### config.mk
export PLATFORM = sky130hd
export DESIGN_NAME = bcd_serial_add_ctrl
export DESIGN_NICKNAME = d
export VERILOG_FILES = /design/src/rtl/bcd_serial_add_ctrl.sv
export SDC_FILE = /design/constraint.sdc
export NUM_CORES = 1
export LEC_CHECK = 0
export BUFFER_PORTS_ARGS = -buffer_cell sky130_fd_sc_hd__buf_4
export CORE_MARGIN = 4
export CORE_UTILIZATION = 33
export CTS_BUF_LIST = sky130_fd_sc_hd__clkbuf_8
export CTS_CLUSTER_DIAMETER = 30
export DETAILED_ROUTE_END_ITERATION = 16
export GPL_TIMING_DRIVEN = 1
export PLACE_DENSITY_LB_ADDON = 0.3
export SETUP_SLACK_MARGIN = 0.4
export SYNTH_ARGS = -nofsm -noshare
export SYNTH_HDL_FRONTEND = slang
export SYNTH_SLANG_ARGS = --single-unit
### constraint.sdc
create_clock -name clk -period 9.8 [get_ports clk]
set_clock_uncertainty 0.1 [all_clocks]
set_input_delay 0.98 -clock clk [delete_from_list [all_inputs] [get_ports clk]]
set_output_delay 0.98 -clock clk [all_outputs]
set_load 0.1 [all_outputs]
### src/rtl/bcd_serial_add_ctrl.sv
// bcd_serial_add_ctrl
//   Multi-digit packed-BCD adder that reuses one single-digit BCD adder
//   datapath, processing one digit per clock, least-significant digit first.
//
// Ports:
//   clk    - system clock, rising edge
//   rst_n  - asynchronous active-low reset
//   start  - operation request, accepted only while ready=1
//   A, B   - packed BCD addends, digit 0 in bits [3:0]
//   Cin    - carry into digit 0
//   ready  - idle, next start will be accepted
//   busy   - digit steps in progress
//   done   - one-cycle completion pulse
//   S      - packed BCD sum, stable from done until the next accepted start
//   C      - carry out of the most-significant digit
//   err    - a captured operand digit was not valid BCD (>9)
module bcd_serial_add_ctrl #(
  parameter int DIGITS = 4,
  parameter int IDXW   = 4
) (
  input  logic                clk,
  input  logic                rst_n,
  input  logic                start,
  input  logic [4*DIGITS-1:0] A,
  input  logic [4*DIGITS-1:0] B,
  input  logic                Cin,
  output logic                ready,
  output logic                busy,
  output logic                done,
  output logic [4*DIGITS-1:0] S,
  output logic                C,
  output logic                err
);

  localparam int W = 4 * DIGITS;

  typedef enum logic [1:0] {
    IDLE = 2'd0,
    RUN  = 2'd1,
    FIN  = 2'd2
  } state_t;

  state_t            state_reg, state_next;
  logic [IDXW-1:0]   idx_reg, idx_next;
  logic              carry_reg, carry_next;
  logic [W-1:0]      a_reg, a_next;
  logic [W-1:0]      b_reg, b_next;
  logic [W-1:0]      s_reg, s_next;
  logic              c_reg, c_next;
  logic              err_reg, err_next;

  // Per-digit validity check on the live inputs; only consulted on the
  // accepting edge, so it reflects exactly the operands being captured.
  logic [DIGITS-1:0] bad_a, bad_b;
  logic              op_invalid;

  for (genvar gi = 0; gi < DIGITS; gi++) begin : g_chk
    assign bad_a[gi] = (A[4*gi +: 4] > 4'd9);
    assign bad_b[gi] = (B[4*gi +: 4] > 4'd9);
  end

  assign op_invalid = (|bad_a) | (|bad_b);

  // One-digit BCD adder datapath operating on the currently indexed digit.
  logic [3:0] a_cur, b_cur;
  logic [4:0] sum_raw, sum_adj;
  logic [3:0] dig;
  logic       carry_out;
  logic       last_digit;

  always_comb begin
    a_cur = 4'd0;
    b_cur = 4'd0;
    for (int i = 0; i < DIGITS; i++) begin
      if (idx_reg == IDXW'(i)) begin
        a_cur = a_reg[4*i +: 4];
        b_cur = b_reg[4*i +: 4];
      end
    end
    sum_raw = {1'b0, a_cur} + {1'b0, b_cur} + {4'd0, carry_reg};
    sum_adj = sum_raw + 5'd6;
    if (sum_raw > 5'd9) begin
      // Decimal correction: adding 6 skips the six unused 4-bit codes.
      dig       = sum_adj[3:0];
      carry_out = 1'b1;
    end else begin
      dig       = sum_raw[3:0];
      carry_out = 1'b0;
    end
  end

  assign last_digit = (idx_reg == IDXW'(DIGITS - 1));

  always_comb begin
    state_next = state_reg;
    idx_next   = idx_reg;
    carry_next = carry_reg;
    a_next     = a_reg;
    b_next     = b_reg;
    s_next     = s_reg;
    c_next     = c_reg;
    err_next   = err_reg;

    case (state_reg)
      IDLE: begin
        if (start) begin
          a_next   = A;
          b_next   = B;
          s_next   = '0;
          err_next = 1'b0;
          idx_next = '0;
          if (op_invalid) begin
            err_next   = 1'b1;
            c_next     = 1'b0;
            state_next = FIN;
          end else begin
            carry_next = Cin;
            state_next = RUN;
          end
        end
      end

      RUN: begin
        for (int i = 0; i < DIGITS; i++) begin
          if (idx_reg == IDXW'(i)) begin
            s_next[4*i +: 4] = dig;
          end
        end
        carry_next = carry_out;
        if (last_digit) begin
          // Index parks on the last digit rather than wrapping.
          c_next     = carry_out;
          state_next = FIN;
        end else begin
          idx_next = idx_reg + 1'b1;
        end
      end

      FIN: begin
        state_next = IDLE;
      end

      default: begin
        state_next = IDLE;
      end
    endcase
  end

  always_ff @(posedge clk or negedge rst_n) begin
    if (!rst_n) begin
      state_reg <= IDLE;
      idx_reg   <= '0;
      carry_reg <= 1'b0;
      a_reg     <= '0;
      b_reg     <= '0;
      s_reg     <= '0;
      c_reg     <= 1'b0;
      err_reg   <= 1'b0;
    end else begin
      state_reg <= state_next;
      idx_reg   <= idx_next;
      carry_reg <= carry_next;
      a_reg     <= a_next;
      b_reg     <= b_next;
      s_reg     <= s_next;
      c_reg     <= c_next;
      err_reg   <= err_next;
    end
  end

  // Status flags decode directly from the state, so they are mutually
  // exclusive by construction and respond to reset immediately.
  assign ready = (state_reg == IDLE);
  assign busy  = (state_reg == RUN);
  assign done  = (state_reg == FIN);
  assign S     = s_reg;
  assign C     = c_reg;
  assign err   = err_reg;

endmodule

==> impl_results.md, run 1 <==
- Finished Layout Cells: around 480
- Path type of the worst setup path: reg2reg
- DRC errors left: 0
- Final Max Slew Viols: 0
- Clock Sinks: 57
- Port bufs: 56
- Global-route wire length before repair: 12.0 mm
- Final instance area: approximately 0.0035 sq mm
- Clock Tree Root: clkbuf_8
- Peak Freq: between 200 and 250 MHz
- P&R area growth vs syn: 24.8%
- Min Tclk post-route: 4470 ps
- CTS clock-pin slew for the worst setup and hold paths: 70 ps
- Clock latency on the worst-skew pair: between 300 and 400 ps
- Pin count of the biggest net entering global routing: a little under 60
- Mapped Area: 0.00282 sq mm
- Async SR Flop Fraction: 100%
- DR iter-0 viols: about 110
- Clk buf depth: 2
- Placed cell areas: 0.00335 sq mm
- IO Count: 57
- Crit end category: register
- Syn_area_per_cell: about 9 sq um
- Hold buffers post-CTS: 0
- Compound-cell area share of the yosys netlist: roughly 14%
- Synth Area in Simple Gates: a little under a quarter
- Core Region: 0.00826 sq mm
- Die W: 100 microns
- Worst ir drop on vdd: between 70 and 80 uV
- Top_reg_cell synth: dfrtp_1
- Total Wirelength: slightly above 7 mm
- M2 GR Usage: 23.8%
- Final nets: 417
- Mux contribution to synthesized area: under 10%
- CTS buffer count: 9
- ANT nets after route: 0
- Vias in the first global route: 2412
- Layout Utilization: between 40% and 50%
- Layout cells sized above 1: a little over a fifth
- Starting density of the core: around a third
- Pwr/cell area: just over 200 mW/mm^2
- Number of flops mapped to enable cells by yosys: 0
- Post-cts sizing count: 0
- Total die area: about 0.010 sq mm
- Total GRT Usage: 15.4%
- Final period util: 45.7%
- Drt via density: a little over 5
- Post-layout power: approximately 0.73 mW
- Max Cap Viol: 0
- Busiest grt layer: met2
- Final setup vio count: 0
- Largest family of logic cells by synthesized area: simple AND/OR/NAND/NOR gates
- Actual slew at the worst max-slew pin: 801 ps
- CP Data Arrival Time: ~4600 ps
- Most frequent cells in the layout: nand2_1, buf_4, dfrtp_1
- HP Class: reg2reg
- Leak Pwr: roughly 1.8 nW
- Hold Vio Cnt, Final: 0
- RSZ-0062 raised after global routing: no
- Placed insts: about 470
- Average routed wire per standard cell: approximately 15 microns
- Yosys warns: 0
- # fillers: roughly 900
- Status: finished, final reports clean
- Final Worst Setup Slack: roughly 5300 ps
- Hold slack: between 300 and 400 ps
- Grt total ovfl: 0
- Std-Cell Rows: 33
- DP Worst Slack: ~5400 ps
- Post-CTS Setup Inserts: 0
- DRT Pass-1 Iters: 4
- H-tree depth: 3
- Post-Syn Instances: about 320
- Adder-Cell Fraction of Synth Area: under 10%
- M1 GR Usage: 20.0%
- Initial antenna violation count: 0
- Die Ht: about 100 microns
- DP HPWL: approximately 5.2 mm
- Sequential share of the synthesized area: 50.6%
- Via count: between 2000 and 2500
- Post-synthesis xor/xnor area fraction: 1.24%
- Syn nets: 361
- TritonCTS clock tree: built
- # diodes: 0
- Most common cell after layout, fill and taps aside: nand2_1
- Gpl congestion: ~0.87
- Synth Register Bits: 57
- Worst slew margin: between 40% and 50%
- Worst EP required: 9970 ps
- TNS Setup: 0 ps
- Worst Setup Start Kind: register
- Post-synth cell types: 37
- CP Max Fanout: 8
- Met3 Usage GRT: between 4 and 5%
## routing by layer
layer  routed length [microns]  share of wire, %
met5                         0                 0
met1                      3130                43
met4                       168               2.3
met2                      3410                47
met3                       500               6.9
## cells in the mapped netlist (2+ instances only)
library cell  count  area (sq um)
a221oi_1          4          35.0
nand2_1         116           435
a221o_1           4          40.0
o31ai_1           8          60.1
buf_2             3          15.0
nand4_1           2          12.5
dfrtp_1          57          1430
ha_1              8           100
o21ai_0          25           125
clkbuf_1          7          26.3
xor2_1            4          35.0
a21oi_1           7          35.0
mux2_2            2          22.5
inv_1             6          22.5
a32o_1            3          30.0
buf_1             4          15.0
nand2b_1          3          18.8
and2_1            2          12.5
nor2_1           13          48.8
mux2i_1           5          50.1
fa_1              2          40.0
nor3_1            4          20.0
nand3_1          10          50.1
nor2b_1           3          18.8
## layout make-up
class | count | area [sq um] | share of cell area (%)
Clock buffer | 11 | 151 | 4.30
Clock inverter | 5 | 22.5 | 0.640
Sequential cell | 57 | 1430 | 40.5
Tap cell | 105 | 131 | 3.73
Timing Repair Buffer | 59 | 443 | 12.6
Inverter | 6 | 22.5 | 0.640
Multi-Input combinational cell | 238 | 1320 | 37.6
## final timing paths
path,from,endpoint,slack [ps],depth (start not counted)
setup / recovery,idx_reg[1]$_DFFE_PN0P_,S[6]$_DFFE_PN0P_,5330,14
hold / removal,b_reg[15]$_DFFE_PN0P_,b_reg[15]$_DFFE_PN0P_,380,2
setup reg to reg,idx_reg[1]$_DFFE_PN0P_,S[6]$_DFFE_PN0P_,5330,14
hold reg to reg,b_reg[15]$_DFFE_PN0P_,b_reg[15]$_DFFE_PN0P_,380,2
max in group asynchronous,rst_n,b_reg[11]$_DFFE_PN0P_,8530,1
min in group asynchronous,rst_n,err$_DFFE_PN0P_,610,1
## cells by family (layout without fill, tap and decap cells)
kind of cell / count (synthesis) / after routing
flip-flops: 57 / 57
adder cells (fa/ha/maj): 10 / 10
AND/OR/NAND/NOR: 159 / 159
XOR/XNOR: 4 / 4
AO/OA/AOI/OAI: 58 / 58
buffers and inverters: 20 / 81
multiplexers: 7 / 7
## power breakdown
| part | internal [mW] | total (mW) | switching (mW) |
|---|---|---|---|
| Combinational | 0.0991 | 0.253 | 0.154 |
| Clock | 0.102 | 0.193 | 0.0905 |
| Sequential | 0.263 | 0.282 | 0.0190 |
## worst max-delay path, stage by stage, from the launching register on
cell and delay [ps]:
dfrtp_1 400, inv_1 100, ha_1 220, nor4b_2 740
a221oi_1 170, nor3_1 180, a21oi_1 80, fa_1 430
fa_1 420, xor2_1 180, ha_1 240, a22o_1 250
o311ai_4 300, mux2i_1 400, a32o_1 210
No activity file was read; power rests on OpenSTA's default activity.
==> run 2: changes to the inputs <==
- clock period: 9.8 -> 4.01 ns (I/O delays scaled with it)
==> run 2 against run 1 <==
The run now ends with negative hold slack left. Register-to-register slack worse by 5100 ps. Via count up 1.7%. Combinational power rose to 3.5 times the previous value. Die area unchanged. Critical path depth unchanged. Final cell count up 2.9%. Utilization up 3.5 points. Largest power group is now combinational logic. Clock-buffer cell count down 1. Clock power rose to 2.6 times the previous value.
==> impl_results.md, run 2 (synthesized netlist as in run 1, its figures left out) <==
- Status: finished with violations
- Failing checks: negative hold slack
- Worst slew margin: 52.1% (+5.6 points)
- Clock Tree Root: clkbuf_8
- P&R area growth vs syn: 34.9%
- CTS clock-pin slew for the worst setup and hold paths: 60 ps (about the same)
- Final nets: 433 (+3.8%)
- Worst ir drop on vdd: 233 uV (+210%)
- TNS Setup: 0 ps (unchanged)
- Most common cell after layout, fill and taps aside: nand2_1
- CP Data Arrival Time: 3910 ps (-730 ps)
- Layout cells sized above 1: 31.8% (+10 points)
- Slowest stage delay, CP: 450 ps (-290 ps)
- Post-layout power: 2.08 mW (+190%)
- Most frequent cells in the layout: nand2_1, buf_4, dfrtp_1
- HP Class: in2async
- DP HPWL: 5.40 mm (+3.2%)
- Die Ht: 100 microns (unchanged)
- Total GRT Usage: 16.1% (+0.65 points)
- Grt total ovfl: 0 (unchanged)
- Gpl congestion: 0.785 (-9.3%)
- Global-route wire length before repair: 12.6 mm (+4.8%)
- Slowest CP cell: dfrtp_2
- Peak Freq: 268 MHz (+20%)
- IO Count: 57 (unchanged)
- TritonCTS clock tree: built
- Final period util: 93.2% (+48 points)
- Placed insts: 472 (+1.5%)
- Drt via density: 4.97 (-1.2%)
- Std-Cell Rows: 33 (unchanged)
- Pwr/cell area: 547 mW/mm^2 (+160%)
- Worst Setup Start Kind: register
- Clock latency on the worst-skew pair: 340 ps (about the same)
- RSZ-0062 raised after global routing: yes
- H-tree depth: 3 (unchanged)
- # diodes: 0 (unchanged)
- Finished Layout Cells: 495 (+2.9%)
- DR iter-0 viols: 81 (-28%)
- Critical path cell sequence: inv_2 > ha_4 > nor4b_4 > a221oi_2 > nor3_2 > a21oi_2 > fa_2 > fa_2 > xor2_2 > ha_2 > a22o_1 > o311ai_4 > mux2i_2 > a32o_1
- ANT nets after route: 0 (unchanged)
- Crit end category: register
- Port bufs: 56 (unchanged)
- Initial antenna violation count: 0 (unchanged)
- Worst path most repeated cell: fa_2
- Average routed wire per standard cell: 15.1 microns (+0.78%)
- Worst EP required: 4180 ps (-5790 ps)
- CTS buffer count: 9 (unchanged)
- Total Wirelength: 7.48 mm (+3.7%)
- DP Worst Slack: 113 ps (-5240 ps)
- Starting density of the core: 34.2% (unchanged)
- Path type of the worst setup path: reg2reg
- Actual slew at the worst max-slew pin: 719 ps (-81.8 ps)
- Hold slack: -8.70 ps (-393 ps)
- Final setup vio count: 0 (unchanged)
- DRC errors left: 0 (unchanged)
- Pin count of the biggest net entering global routing: 58 (unchanged)
- Leak Pwr: 1.86 nW (+5.8%)
- Vias in the first global route: 2522 (+4.6%)
- Via count: 2460 (+1.7%)
- Clk buf depth: 2 (unchanged)
- Final Worst Setup Slack: 274 ps (-5050 ps)
- Clock Sinks: 57 (unchanged)
- Max Cap Viol: 0 (unchanged)
- Total die area: 0.0101 sq mm (unchanged)
- Min Tclk post-route: 3740 ps (-739 ps)
- Final Max Slew Viols: 0 (unchanged)
- CP Max Fanout: 4 (-4)
- Hold Vio Cnt, Final: 5 (+5)
- DRT Pass-1 Iters: 4 (unchanged)
- Core Region: 0.00826 sq mm (unchanged)
- # fillers: 854 (-2.3%)
- Die W: 100 microns (unchanged)
==> run 2: what timing repair did <==
action,in CTS,in global routing
gates resized for setup,14,20
pin swaps,5,7
setup endpoints to repair,13,14
hold endpoints to repair,0,0
gates cloned,0,0
buffers inserted,8,1
hold buffers,0,0
==> run 2: power breakdown <==
| part | internal [mW] | leakage, nW | switching, mW | total [mW] |
|---|---|---|---|---|
| Clock | 0.293 | 0.0978 | 0.216 | 0.509 |
| Sequential | 0.644 | 0.729 | 0.0455 | 0.690 |
| Combinational | 0.405 | 1.03 | 0.477 | 0.882 |
| Total | 1.34 | 1.86 | 0.738 | 2.08 |
==> run 2: area by class of cell <==
type	instances	area [sq um]	area share, %
clock inverter	4	45.0	1.18
tap	105	131	3.45
inverter	6	22.5	0.592
sequential	57	1430	37.6
clock buffer	10	138	3.62
timing repair buffer	75	571	15.0
multi-input combinational	238	1470	38.6
==> run 2: final timing paths <==
check / startpoint / to / slack (ps) / cells after the start
setup reg to reg: idx_reg[0]$_DFFE_PN0P_ / S[14]$_DFFE_PN0P_ / 270 / 14
hold reg to reg: a_reg[11]$_DFFE_PN0P_ / a_reg[11]$_DFFE_PN0P_ / 370 / 2
min in group clk: B[8] / b_reg[8]$_DFFE_PN0P_ / 150 / 3
setup / recovery: idx_reg[0]$_DFFE_PN0P_ / S[14]$_DFFE_PN0P_ / 270 / 14
max in group asynchronous: rst_n / idx_reg[3]$_DFFE_PN0P_ / 3260 / 1
hold / removal: rst_n / err$_DFFE_PN0P_ / -9 / 1
==> run 2: through the flow <==
stage,utilization [%],hold slack [ps],instance area (sq um)
3_5_place_dp,41.4,358,3420
6_report,46.1,-8.70,3800
3_3_place_gp,41.4,352,3420
2_1_floorplan,-,5.41,2850
5_1_grt,46.1,71.6,3800
4_1_cts,45.1,36.4,3730
==> run 2: layer usage <==
metal	global-route usage, %	vias to the layer above	wire length [microns]
met2	24.9	57	3420
met5	0	-	0
met3	4.10	13	396
li1	-	1212	-
met1	21.5	1178	3540
met4	6.53	0	130
==> run 2: worst max-delay path, delay by kind of cell (launching register included) <==
kind                       cells  cell delay (ps)
buffers and inverters          1              100
xor gates and xnor gates       1              170
muxes                          1              370
DFF                            1              450
and+or+nand+nor                2              430
adders and majority gates      4             1100
AOI/OAI and AO/OA              5              960
==> run 3: changes to the inputs <==
- clock period: 4.01 -> 4.7 ns (I/O delays scaled with it)
==> run 3 against run 2 <==
The flow now finishes without violations. Largest power group is now registers. First-iteration DRC count grew 36%. Critical path depth is the same. Critical path type unchanged. Final cell count shrank 2.0%. Total power shrank 24%. Register-to-register slack gained 400 ps. Highest routed layer unchanged. Via count shrank 1.7%. Fmax shrank 7.2%. Flip-flop and latch count is the same. Combinational power shrank 35%. Die area is the same.
==> impl_results.md, run 3 (synthesized netlist as in run 1, its figures left out) <==
- Status: finished, final reports clean
- Layout cells sized above 1: 24.5% (-7.3 points)
- Die Ht: 100 microns (unchanged)
- Final instance area: 0.00357 sq mm (-6.2%)
- Peak Freq: 249 MHz (-7.2%)
- Hold slack: 82.9 ps (+91.6 ps)
- DRT Pass-1 Iters: 4 (unchanged)
- DRC errors left: 0 (unchanged)
- Starting density of the core: 34.2% (unchanged)
- Met3 Usage GRT: 4.45% (+0.35 points)
- Core Region: 0.00826 sq mm (unchanged)
- Port bufs: 56 (unchanged)
- IO Count: 57 (unchanged)
- M2 GR Usage: 24.3% (-0.56 points)
- Actual slew at the worst max-slew pin: 703 ps (-15.5 ps)
- Pin count of the biggest net entering global routing: 58 (unchanged)
- Initial antenna violation count: 0 (unchanged)
- Global-route wire length before repair: 11.8 mm (-6.5%)
- Final period util: 85.6% (-7.5 points)
- Drt via density: 4.99 (+0.36%)
- Max Cap Viol: 0 (unchanged)
- Grt total ovfl: 0 (unchanged)
- Worst EP required: 4880 ps (+700 ps)
- Hold buffers post-CTS: 0 (unchanged)
- Worst ir drop on vdd: 183 uV (-21%)
- # fillers: 860 (+0.70%)
- M1 GR Usage: 19.4% (-2.1 points)
- Worst Setup Start Kind: register
- # diodes: 0 (unchanged)
- Min Tclk post-route: 4020 ps (+288 ps)
- CTS buffer count: 9 (unchanged)
- Clock Sinks: 57 (unchanged)
- Leak Pwr: 1.77 nW (-5.1%)
- Total GRT Usage: 15.0% (-1.0 points)
- R2R Setup Slk: 680 ps (+400 ps)
- Most common cell after layout, fill and taps aside: nand2_1
- Vias in the first global route: 2390 (-5.2%)
- Placed cell areas: 0.00335 sq mm (-2.0%)
- CP Max Fanout: 6 (+2)
- Total Wirelength: 7.19 mm (-3.9%)
- Via count: 2419 (-1.7%)
- Hold Vio Cnt, Final: 0 (-5)
- RSZ-0062 raised after global routing: no
- DP HPWL: 5.30 mm (-1.8%)
- DR iter-0 viols: 110 (+36%)
- DP Worst Slack: 589 ps (+476 ps)
- Worst slew margin: 53.1% (+1.0 points)
- Clock latency on the worst-skew pair: 340 ps (about the same)
- Gpl congestion: 0.858 (+9.3%)
- Most frequent cells in the layout: nand2_1, buf_4, dfrtp_1
- Pwr/cell area: 441 mW/mm^2 (-19%)
- Clock Tree Root: clkbuf_8
- Crit end category: register
- CP Data Arrival Time: 4200 ps (+290 ps)
- Final setup vio count: 0 (unchanged)
- ANT nets after route: 0 (unchanged)
- Std-Cell Rows: 33 (unchanged)
- Path type of the worst setup path: reg2reg
- Busiest grt layer: met2
- Final Max Slew Viols: 0 (unchanged)
- Final Worst Setup Slack: 676 ps (+402 ps)
- P&R area growth vs syn: 26.6%
- TritonCTS clock tree: built
- Final nets: 421 (-2.8%)
- TNS Setup: 0 ps (unchanged)
- CTS clock-pin slew for the worst setup and hold paths: 70 ps (about the same)
- Average routed wire per standard cell: 14.8 microns (-1.9%)
- Clk buf depth: 2 (unchanged)
- Total die area: 0.0101 sq mm (unchanged)
- HP Class: in2async
- H-tree depth: 3 (unchanged)
- Die W: 100 microns (unchanged)
## run 3: cell count changes in the layout (fill, tap and decap cells not counted), sizes merged
| cell | previous run | this run |
|---|---|---|
| bufinv | 1 | 0 |
| buf | 75 | 63 |
| clkinvlp | 0 | 1 |
| clkinv | 3 | 5 |
## run 3: what timing repair did
| action | CTS | global route |
|---|---|---|
| resized for setup | 0 | 6 |
| endpoints found under the setup margin | 0 | 10 |
| buffers inserted | 0 | 3 |
## run 3: routing by layer
layer	share of wire, %	wire, microns	vias up
li1	-	-	1194
met1	45	3200	1148
met2	47	3410	69
met3	6.9	493	8
met4	1.2	84	0
met5	0	0	-
## run 3: per-stage QoR
step	util, %	power (mW)	cells
floorplan	-	0.983	315
CTS	42.8	1.55	482
detailed placement	40.6	1.13	466
global placement	40.6	1.12	466
global route	43.2	1.68	485
finish	43.2	1.57	485
## run 3: cell type report
cell class	count	area (sq um)	area share (%)
inverters	6	22.5	0.631
repair buffers	63	473	13.2
clock inverters	6	43.8	1.23
clock buffers	10	138	3.86
flip-flops and latches	57	1430	40.0
well taps	105	131	3.68
multi-input cells	238	1330	37.4
## run 3: path summary, 6_finish.rpt
check | from | cells after the start | end
max | idx_reg[0]$_DFFE_PN0P_ | 14 | S[10]$_DFFE_PN0P_
min | rst_n | 1 | state_reg[0]$_DFFE_PN0P_
max reg2reg | idx_reg[0]$_DFFE_PN0P_ | 14 | S[10]$_DFFE_PN0P_
min reg2reg | b_reg[11]$_DFFE_PN0P_ | 2 | b_reg[11]$_DFFE_PN0P_
max in group asynchronous | rst_n | 1 | idx_reg[0]$_DFFE_PN0P_
min in group clk | A[8] | 3 | a_reg[8]$_DFFE_PN0P_
## run 3: worst max-delay path, stage by stage (launching register included)
cell	delay, ps
dfrtp_2	440
ha_1	250
nor4b_2	270
buf_4	180
a221oi_1	70
nor3_1	190
a21oi_1	80
fa_2	370
fa_1	400
xor2_1	190
ha_1	250
a22o_1	260
o311ai_4	340
mux2i_2	360
a32o_1	210
## run 3: power by group
group	total [mW]	switching, mW	internal (mW)	leakage (nW)
logic	0.572	0.335	0.237	0.941
registers	0.589	0.0399	0.549	0.732
clock network	0.412	0.207	0.206	0.0922
total	1.57	0.582	0.992	1.77
